$ cat config.mk
export PLATFORM = sky130hd
export DESIGN_NAME = screen_ctrl_flat
export DESIGN_NICKNAME = d
export VERILOG_FILES = /design/src/rtl/screen_ctrl_if.sv /design/src/rtl/screen_ctrl.sv /design/src/flat_wrapper.sv
export SDC_FILE = /design/constraint.sdc
export NUM_CORES = 1
export LEC_CHECK = 0
export CAP_MARGIN = 20
export CORE_UTILIZATION = 55
export CTS_CLUSTER_DIAMETER = 200
export DETAILED_ROUTE_END_ITERATION = 10
export PLACE_DENSITY = 0.74
export SKIP_CTS_REPAIR_TIMING = 1
export SLEW_MARGIN = 20
export SYNTH_ARGS = -nofsm -noshare
export SYNTH_HDL_FRONTEND = slang
export SYNTH_SLANG_ARGS = --single-unit
$ cat constraint.sdc
create_clock -name clk -period 5.1 [get_ports clk]
set_input_delay 1.275 -clock clk [delete_from_list [all_inputs] [get_ports clk]]
set_output_delay 1.275 -clock clk [all_outputs]
set_load 0.005 [all_outputs]
$ cat src/rtl/screen_ctrl_if.sv
// Screen select encoding shared with the VGA screen selector path, and the
// signal bundle between the screen sequencer and the rest of the VGA top.
// The sequencer connects to the slave modport. The surrounding logic (or a
// bench) connects to the master modport.

package vga_pkg;
   typedef enum logic [1:0] {
      START    = 2'd0,
      GAME     = 2'd1,
      PLAYER_1 = 2'd2,
      PLAYER_2 = 2'd3
   } screen_t;
endpackage

interface screen_ctrl_if;
   logic             vblnk;
   logic             btn_start;
   logic             p1_win;
   logic             p2_win;
   vga_pkg::screen_t screen;
   logic             game_rst;
   logic             frame_tick;

   modport master (
      output vblnk, btn_start, p1_win, p2_win,
      input  screen, game_rst, frame_tick
   );

   modport slave (
      input  vblnk, btn_start, p1_win, p2_win,
      output screen, game_rst, frame_tick
   );
endinterface

$ cat src/rtl/screen_ctrl.sv
// Screen sequencer: START menu -> GAME -> PLAYER_1 / PLAYER_2 winner screen.
// The start button is synchronised and debounced. Win pulses are latched.
// Every screen change is committed only on the frame tick (rising vblnk), so
// a frame is never drawn with mixed screens.
// Optional build macro AUTO_RETURN_EN: a winner screen returns to START by
// itself once it has been shown for WIN_HOLD_FRAMES frames.

module screen_ctrl #(
   parameter int DEBOUNCE_CYCLES = 65000,
   parameter int MIN_HOLD_FRAMES = 60,
   parameter int WIN_HOLD_FRAMES = 300,
   parameter int CNT_W           = 16
) (
   input  logic         clk,
   input  logic         rst,
   screen_ctrl_if.slave bus
);
   import vga_pkg::*;

   localparam logic [CNT_W-1:0] DB_LAST  = CNT_W'(DEBOUNCE_CYCLES - 1);
   localparam logic [CNT_W-1:0] MIN_HOLD = CNT_W'(MIN_HOLD_FRAMES);
`ifdef AUTO_RETURN_EN
   localparam logic [CNT_W-1:0] WIN_HOLD = CNT_W'(WIN_HOLD_FRAMES);
`endif

   if (WIN_HOLD_FRAMES < MIN_HOLD_FRAMES) begin : g_bad_hold
      $error("screen_ctrl: WIN_HOLD_FRAMES must be >= MIN_HOLD_FRAMES");
   end

   logic             btn_s1;
   logic             btn_s2;
   logic [CNT_W-1:0] db_cnt;
   logic             btn_db;
   logic             press;
   logic             vblnk_d;
   logic             frame_tick;
   screen_t          screen;
   logic             game_rst;
   logic             start_req;
   logic             win_req;
   screen_t          win_id;
   logic [CNT_W-1:0] frame_cnt;
   logic             on_winner;

   assign on_winner = (screen == PLAYER_1) || (screen == PLAYER_2);

   // Two-flop synchroniser for the asynchronous button input.
   always_ff @(posedge clk) begin
      if (rst) begin
         btn_s1 <= 1'b0;
         btn_s2 <= 1'b0;
      end else begin
         btn_s1 <= bus.btn_start;
         btn_s2 <= btn_s1;
      end
   end

   // Debounce: the counter runs only while the synced level differs from
   // the accepted level. Any return to the accepted level restarts it, so
   // only a level that stays stable long enough is accepted. A press is the
   // accepted 0->1 transition and lasts one cycle.
   always_ff @(posedge clk) begin
      if (rst) begin
         db_cnt <= '0;
         btn_db <= 1'b0;
         press  <= 1'b0;
      end else begin
         press <= 1'b0;
         if (btn_s2 == btn_db) begin
            db_cnt <= '0;
         end else if (db_cnt == DB_LAST) begin
            db_cnt <= '0;
            btn_db <= btn_s2;
            press  <= btn_s2;
         end else begin
            db_cnt <= db_cnt + 1'b1;
         end
      end
   end

   // Frame tick: registered rising-edge detect of vblnk.
   always_ff @(posedge clk) begin
      if (rst) begin
         vblnk_d    <= 1'b0;
         frame_tick <= 1'b0;
      end else begin
         vblnk_d    <= bus.vblnk;
         frame_tick <= bus.vblnk & ~vblnk_d;
      end
   end

   // Screen FSM. Requests are latched in any cycle, and transitions are
   // committed on the frame tick. The commit is written after the request
   // latching, so a request consumed in this cycle is cleared even if a new
   // press arrives in the same cycle.
   always_ff @(posedge clk) begin
      if (rst) begin
         screen    <= START;
         game_rst  <= 1'b0;
         start_req <= 1'b0;
         win_req   <= 1'b0;
         win_id    <= PLAYER_1;
         frame_cnt <= '0;
      end else begin
         game_rst <= 1'b0;

         if (press && ((screen == START) || (on_winner && (frame_cnt >= MIN_HOLD)))) begin
            start_req <= 1'b1;
         end

         if ((screen == GAME) && !win_req && (bus.p1_win || bus.p2_win)) begin
            win_req <= 1'b1;
            win_id  <= bus.p1_win ? PLAYER_1 : PLAYER_2;
         end

         case (screen)
            START: begin
               if (frame_tick && start_req) begin
                  screen    <= GAME;
                  game_rst  <= 1'b1;
                  start_req <= 1'b0;
                  frame_cnt <= '0;
               end
            end
            GAME: begin
               if (frame_tick && win_req) begin
                  screen    <= win_id;
                  win_req   <= 1'b0;
                  frame_cnt <= '0;
               end
            end
            PLAYER_1, PLAYER_2: begin
               if (frame_tick) begin
                  if (start_req) begin
                     screen    <= START;
                     start_req <= 1'b0;
                     frame_cnt <= '0;
                  end
`ifdef AUTO_RETURN_EN
                  else if (frame_cnt == WIN_HOLD) begin
                     screen    <= START;
                     frame_cnt <= '0;
                  end
`endif
                  else if (frame_cnt != '1) begin
                     frame_cnt <= frame_cnt + 1'b1;
                  end
               end
            end
            default: begin
               screen    <= START;
               start_req <= 1'b0;
               win_req   <= 1'b0;
               frame_cnt <= '0;
            end
         endcase
      end
   end

   assign bus.screen     = screen;
   assign bus.game_rst   = game_rst;
   assign bus.frame_tick = frame_tick;

endmodule

$ cat src/flat_wrapper.sv
// flat-port wrapper written by rule: the top's interface ports become plain ports
module screen_ctrl_flat import vga_pkg::*;
#(
   parameter int DEBOUNCE_CYCLES = 65000,
   parameter int MIN_HOLD_FRAMES = 60,
   parameter int WIN_HOLD_FRAMES = 300,
   parameter int CNT_W           = 16
)
  (clk, rst, bus_vblnk, bus_btn_start, bus_p1_win, bus_p2_win, bus_screen, bus_game_rst, bus_frame_tick);
  screen_ctrl_if bus_i ();
  input  logic clk;
  input  logic rst;
  input wire logic [$bits(bus_i.vblnk)-1:0] bus_vblnk;
  input wire logic [$bits(bus_i.btn_start)-1:0] bus_btn_start;
  input wire logic [$bits(bus_i.p1_win)-1:0] bus_p1_win;
  input wire logic [$bits(bus_i.p2_win)-1:0] bus_p2_win;
  output wire logic [$bits(bus_i.screen)-1:0] bus_screen;
  output wire logic [$bits(bus_i.game_rst)-1:0] bus_game_rst;
  output wire logic [$bits(bus_i.frame_tick)-1:0] bus_frame_tick;
  assign bus_i.vblnk = bus_vblnk;
  assign bus_i.btn_start = bus_btn_start;
  assign bus_i.p1_win = bus_p1_win;
  assign bus_i.p2_win = bus_p2_win;
  assign bus_screen = bus_i.screen;
  assign bus_game_rst = bus_i.game_rst;
  assign bus_frame_tick = bus_i.frame_tick;
  screen_ctrl #(.DEBOUNCE_CYCLES(DEBOUNCE_CYCLES), .MIN_HOLD_FRAMES(MIN_HOLD_FRAMES), .WIN_HOLD_FRAMES(WIN_HOLD_FRAMES), .CNT_W(CNT_W)) u_core (.clk(clk), .rst(rst), .bus(bus_i));
endmodule
==> results.md, run 1 <==
- DRT antenna net count: 0
- Syn. warnings: 0
- Crit Path Category: flip-flop to primary output
- Net switching power: 0.000126 W
- Post-synth EDFFs: 0
- Ys async rst share: 0%
- CP bufs+invs: 1
- Cell taking the most area after synthesis: dfxtp_1
- Flop pwr share: ~59%
- Post-synthesis mux area share: approximately 1.2%
- Routed wire length: roughly 3.7 mm
- Setup-failing EPs final: 0
- CP required: approximately 3.8 ns
- Setup TNS: 0 ns
- P_int: ~0.00046 W
- Fin crit share: 52.9%
- Max clock buf depth: 2
- Placer Congestion: just under 0.8
- Slew HR: 60.7%
- Mean Syn Cell Area: around 9 um^2
- Root Driver: clkbuf_8
- # rows: 21
- Max Clock Freq: 371 MHz
- Main combinational cell family by area after synthesis: simple AND/OR/NAND/NOR gates
- Cell count after synthesis: ~230
- Critical path capture point type: primary output
- Sw Ratio: 21.4%
- Hold Fails Final Rpt: 0
- Ant diodes: 0
- Worst slew pin tran: about 0.59 ns
- Synth Register Bits: 44
- Placed instance count: 278
- CTS Sinks: 44
- Place WS: about 2.2 ns
- Initial antenna violation count: 0
- First-pass DRT Iterations: 4
- Pins over their slew limit: 0
- Total die area: around 4000 um^2
- Starting density of the core: 59.6%
- Via density: 5.67
- Tmin final: 2.70 ns
- Run status: finished clean
- Commonest cells post-synth: 44 x dfxtp_1, 35 x nor2_1, 16 x nand3_1
- Worst setup startpoint: u_core.bus.screen[1]
- Cell Chain, Critical Path: clkdlybuf4s50_1
- Clock Power Share: between 30% and 40%
- Mapped Nets: 238
- Final Total Pwr: 0.000586 W
- Max incr delay on CP: just under 0.6 ns
- Reg2reg path depth: 6
- Startpoint class of the critical path: flip-flop
- Layout Nets: 248
- Synth Cell Area: slightly above 2000 um^2
- Post-route DRC: 0
- Worst-path clk slew: 0.08 ns
- Count of cell types in the netlist: 48
- TritonCTS Buffers: 5
- RSZ-0062 raised after global routing: no
- P per Cell Area: between 200 and 300 nW/um^2
- Input/output buffers: 9
- Top cell type's share of synthesized area: between 40% and 50%
- Met2 Use GR: between 30% and 40%
- Synth Area in XOR/XNOR: around a tenth
- Grt total ovfl: 0
- Final Instance Count excl. Fillers: roughly 290
- Hold Crit Start: u_core.vblnk_d
- R2R Path End: u_core.frame_cnt[9]
- DR vias: roughly 1600
- Layout cells sized above 1: 9.17%
- Adder-Cell Fraction of Synth Area: roughly 1.8%
- VDD IR max: 0.210 mV
- MaxCap Viol Count: 0
- Area contributors post-synth: dfxtp_1 43%, nor2_1 6.4%, xnor2_1 5.9%
- Met1 Use GR: between 20 and 30%
- Post-DR wirelength/cell: about 13 um
- First-pass GRT wire length: about 6.6 mm
- Half-perimeter wire length after placement: 2.54 mm
- Vias in the first global route: 1491
- Core Region: roughly 3500 um^2
- Top Usage Layer GRT: met2
- RR Startpoint: u_core.frame_cnt[0]
- Simple-gate share of the synthesized area: between 30% and 40%
- Chip height: around 63 um
- Worst hold endpoint: u_core.bus.frame_tick
- P&R area growth vs syn: 9.14%
- CTS tree: built
- Total GRT Usage: between 20% and 30%
- Top FF cell, synth: dfxtp_1
- Logic pwr share: roughly 2.0%
- Arr. time, crit path: 1.42 ns
- Seq/Total Area, Yosys: 42.6%
- Clock latency on the worst-skew pair: 0.30 ns
- Most common cell in the netlist: dfxtp_1
- CTS H-tree lvls: 2
- Hold path cells: 1
- Slowest CP cell: clkdlybuf4s50_1
- Hold WC Path Type: flip-flop to flip-flop
- P_leak: 0.717 nW
- Largest net degree at the start of global routing: 17
- Worst-path fanout max: 10
- Final worst slack: 2.40 ns
- Drt initial violations: 58
- Reg2reg setup slack: between 3 and 4 ns
- Met3 GRT Util: ~4.5%
- Post-synthesis compound-gate area fraction: a little under a tenth
- I/O pins: 10
- CP top delay family: buffers and inverters
- Setup Skew: between 0.005 and 0.006 ns
- Die Wd: ~63 um
worst max path at each step:
stage / cells past startpoint / to / slack [ns]
6_report: 1 / bus_screen[1] / 2.40
5_1_grt: 1 / bus_screen[1] / 2.34
4_1_cts: 1 / bus_screen[1] / 2.40
3_5_place_dp: 3 / u_core.frame_cnt[0] / 2.21
3_3_place_gp: 3 / u_core.frame_cnt[12] / 2.26
2_1_floorplan: 4 / u_core.db_cnt[10] / 3.28
area by class of cell:
cell class	instances	area (um^2)
Fill cell	302	1210
Multi-Input combinational cell	175	1110
Sequential cell	44	881
Timing Repair Buffer	9	90.1
Clock buffer	6	82.6
Tap cell	46	57.6
Clock inverter	2	15.0
Inverter	4	15.0
flip-flops by register name, summed over array words and instances, names as in the netlist:
| signal | count |
|---|---|
| u_core.db_cnt | 16 |
| u_core.frame_cnt | 16 |
| u_core.bus.screen | 2 |
| u_core.btn_db | 1 |
| u_core.btn_s1 | 1 |
| u_core.btn_s2 | 1 |
| u_core.bus.frame_tick | 1 |
| u_core.bus.game_rst | 1 |
| u_core.press | 1 |
| u_core.start_req | 1 |
| u_core.vblnk_d | 1 |
| u_core.win_id | 1 |
| u_core.win_req | 1 |
power groups by stage:
stage	combinational, W	clock, W	sequential [W]
6_report	0.0000115	0.000227	0.000347
5_1_grt	0.0000127	0.000247	0.000347
4_1_cts	0.0000117	0.000232	0.000347
3_3_place_gp	0.0000115	0	0.000355
3_5_place_dp	0.0000116	0	0.000355
2_1_floorplan	0.00000783	0	0.000354
metrics by stage:
step | instance area [um^2] | util, % | hold slack, ns
final | 2260 | 65.0 | 0.406
after floorplan | 2070 | - | 0.367
after global placement | 2160 | 62.2 | 0.369
after global routing | 2260 | 65.0 | 0.416
after detailed placement | 2160 | 62.2 | 0.400
after CTS | 2260 | 65.0 | 0.412
kinds of logic (layout without fill, tap and decap cells):
family,count (synthesis),count (layout)
muxes,2,2
and+or+nand+nor,119,119
AOI/OAI and AO/OA,29,29
adders and majority gates,3,3
buffers and inverters,10,21
xor gates and xnor gates,22,22
DFF,44,44
layer usage:
metal / wire, um / part of all wire (%) / vias to the layer above
met5: 0 / 0 / -
met1: 1900 / 52 / 730
met2: 1530 / 42 / 39
met3: 169 / 4.6 / 10
met4: 78 / 2.1 / 0
li1: - / - / 843
placed cells by master, fill, tap and decap left out, types with 6 or more instances in the layout:
cell type,count
xnor2_1,14
xor2_1,8
nand4_1,7
dfxtp_1,44
clkdlybuf4s50_1,9
clkbuf_8,6
a21oi_1,12
nand2_1,12
nor2_1,35
nand3_1,16
o21ai_0,6
Note: power is estimated with default switching activity, not from simulation.
==> run 2, diff against run 1 <==
--- a/config.mk
+++ b/config.mk
@@ -6,7 +6,7 @@
 export NUM_CORES = 1
 export LEC_CHECK = 0
 export CAP_MARGIN = 20
-export CORE_UTILIZATION = 55
+export CORE_UTILIZATION = 53
 export CTS_CLUSTER_DIAMETER = 200
 export DETAILED_ROUTE_END_ITERATION = 10
 export PLACE_DENSITY = 0.74
==> constraint.sdc (replaced) <==
create_clock -name clk -period 2.17 [get_ports clk]
set_input_delay 0.5425 -clock clk [delete_from_list [all_inputs] [get_ports clk]]
set_output_delay 0.5425 -clock clk [all_outputs]
set_load 0.005 [all_outputs]
==> results.md, run 2 (same netlist as run 1, synthesis figures left out) <==
- DRT antenna net count: 0 (unchanged)
- CP bufs+invs: 1 (unchanged)
- Max Clock Freq: just over 500 MHz
- First-pass GRT wire length: 6.93 mm (+4.9%)
- Worst-path fanout max: 10 (unchanged)
- # rows: 22 (+4.8%)
- I/O pins: 10 (unchanged)
- Post-DR wirelength/cell: 13.2 um (+2.8%)
- MaxCap Viol Count: 0 (unchanged)
- Placer Congestion: 0.826 (+6.0%)
- Max clock buf depth: 2 (unchanged)
- Crit Path Category: flip-flop to primary output
- Routed wire length: 3.84 mm (+4.6%)
- Total die area: 4150 um^2 (+3.7%)
- Input/output buffers: 9 (unchanged)
- Post-Route Utilization: 61.8% (-3.2 points)
- Tmin final: 1.97 ns
- Initial antenna violation count: 0 (unchanged)
- Arr. time, crit path: 1.43 ns (about the same)
- Fin crit share: about nine tenths
- Sw Ratio: 22.0% (+0.55 points)
- P_int: 0.00109 W (+140%)
- Cell Chain, Critical Path: clkdlybuf4s50_1
- CP top delay family: buffers and inverters
- Layout Nets: 251 (+1.2%)
- Flop pwr share: 58.5% (-0.7 points)
- Worst-path clk slew: 0.08 ns (about the same)
- Startpoint class of the critical path: flip-flop
- Clock latency on the worst-skew pair: 0.30 ns (about the same)
- Hold Crit Start: u_core.vblnk_d
- Final Total Pwr: 0.00139 W (+140%)
- CP required: 1.63 ns (-2.20 ns)
- # fillers: 341 (+13%)
- Pins over their slew limit: 0 (unchanged)
- RSZ-0062 raised after global routing: no
- Starting density of the core: 56.0% (-3.6 points)
- P per Cell Area: 610 nW/um^2 (+130%)
- Hold WC Path Type: flip-flop to flip-flop
- Setup-failing EPs final: 0 (unchanged)
- Critical path capture point type: primary output
- P_leak: 0.732 nW (+2.1%)
- CTS tree: built
- Hold Fails Final Rpt: 0 (unchanged)
- Total GRT Usage: 21.9% (+0.90 points)
- Setup Skew: 0.00405 ns (-0.00104 ns)
- DR vias: 1630 (+0.49%)
- Layout cells sized above 1: 10.3% (+1.1 points)
- Commonest non-fill, non-tap cell in the layout: dfxtp_1
- P&R area growth vs syn: 10.4%
- Core Region: 3690 um^2 (+6.3%)
- CTS Sinks: 44 (unchanged)
- First-pass DRT Iterations: 4 (unchanged)
- Post-route DRC: 0 (unchanged)
- Chip height: 64.5 um (+1.8%)
- Setup TNS: 0 ns (unchanged)
- Logic pwr share: 2.4% (+0.4 points)
- Slowest CP cell: clkdlybuf4s50_1
- Slew HR: 65.5% (+4.8 points)
- Grt total ovfl: 0 (unchanged)
- Worst setup startpoint: u_core.bus.screen[1]
- Largest net degree at the start of global routing: 17 (unchanged)
- Run status: finished clean
- Half-perimeter wire length after placement: 2.70 mm (+6.6%)
- VDD IR max: 0.499 mV (+140%)
- Worst slew pin tran: 0.516 ns (-0.0734 ns)
- CTS H-tree lvls: 2 (unchanged)
- Via density: 5.60 (-1.2%)
- Clock Power Share: 39.1% (+0.3 points)
- Die Wd: 64.5 um (+1.8%)
- Ant diodes: 0 (unchanged)
- RR Startpoint: u_core.frame_cnt[0]
- Most frequent cells in the layout: 44 x dfxtp_1, 35 x nor2_1, 16 x nand3_1
- TritonCTS Buffers: 5 (unchanged)
- Root Driver: clkbuf_8
- Drt initial violations: 72 (+24%)
- Vias in the first global route: 1437 (-3.6%)
- Max incr delay on CP: 0.58 ns (about the same)
- Net switching power: 0.000306 W (+140%)
- Largest regs: u_core.db_cnt: 16 flops, u_core.frame_cnt: 16 flops, u_core.bus.screen: 2 flops
==> run 2: cell type report <==
| type | instances | area [um^2] | area share, % |
|---|---|---|---|
| inverters | 4 | 15.0 | 0.658 |
| multi-input cells | 175 | 1110 | 48.9 |
| clock buffers | 6 | 82.6 | 3.62 |
| clock inverters | 2 | 15.0 | 0.658 |
| well taps | 48 | 60.1 | 2.63 |
| flip-flops and latches | 44 | 881 | 38.6 |
| repair buffers | 12 | 113 | 4.94 |
==> run 2: worst paths after layout <==
path / slack [ns] / cells past startpoint / end
setup / recovery: 0.20 / 1 / bus_screen[1]
hold / removal: 0.39 / 1 / u_core.bus.frame_tick
setup reg to reg: 0.28 / 6 / u_core.frame_cnt[9]
hold reg to reg: 0.39 / 1 / u_core.bus.frame_tick
==> run 2: power groups by stage <==
stage          sequential, W  clock [W]  combinational [W]
2_1_floorplan       0.000832          0          0.0000184
3_3_place_gp        0.000833          0          0.0000338
3_5_place_dp        0.000832          0          0.0000341
4_1_cts             0.000814   0.000560          0.0000342
5_1_grt             0.000815   0.000608          0.0000362
6_report            0.000814   0.000544          0.0000336
==> run 2: metrics by stage <==
stage | area, um^2 | setup WS, ns | hold WS, ns | cells
detailed placement | 2180 | 0.294 | 0.383 | 283
floorplan | 2070 | 0.515 | 0.367 | 229
CTS | 2280 | 0.194 | 0.398 | 291
global route | 2280 | 0.0527 | 0.425 | 291
finish | 2280 | 0.199 | 0.392 | 291
global placement | 2180 | 0.310 | 0.371 | 283
==> run 2: worst register-to-register path: cells and delay by family, from the launching register on <==
| family | cells | cell delay, ns |
|---|---|---|
| DFF | 1 | 0.44 |
| AOI/OAI and AO/OA | 2 | 0.45 |
| and+or+nand+nor | 3 | 0.62 |
| adders and majority gates | 1 | 0.26 |
==> run 2: per-layer routing <==
layer  track usage, %  wire [um]  part of all wire, %  vias to the layer above
met4             8.33         64                  1.7                        0
met2             30.9       1700                   44                       28
met5                0          0                    0                        -
met3             6.34        145                  3.8                        6
li1                 -          -                    -                      841
met1             31.2       1930                   50                      755
==> run 3, diff against run 2 <==
--- a/config.mk
+++ b/config.mk
@@ -5,6 +5,7 @@
 export SDC_FILE = /design/constraint.sdc
 export NUM_CORES = 1
 export LEC_CHECK = 0
+export ABC_CLOCK_PERIOD_IN_PS = 2170
 export CAP_MARGIN = 20
 export CORE_UTILIZATION = 53
 export CTS_CLUSTER_DIAMETER = 200
@@ -15,3 +16,4 @@
 export SYNTH_ARGS = -nofsm -noshare
 export SYNTH_HDL_FRONTEND = slang
 export SYNTH_SLANG_ARGS = --single-unit
+export TNS_END_PERCENT = 30
==> results of run 3 <==
No change in the layout: final DEF, timing and power equal those of run 2.
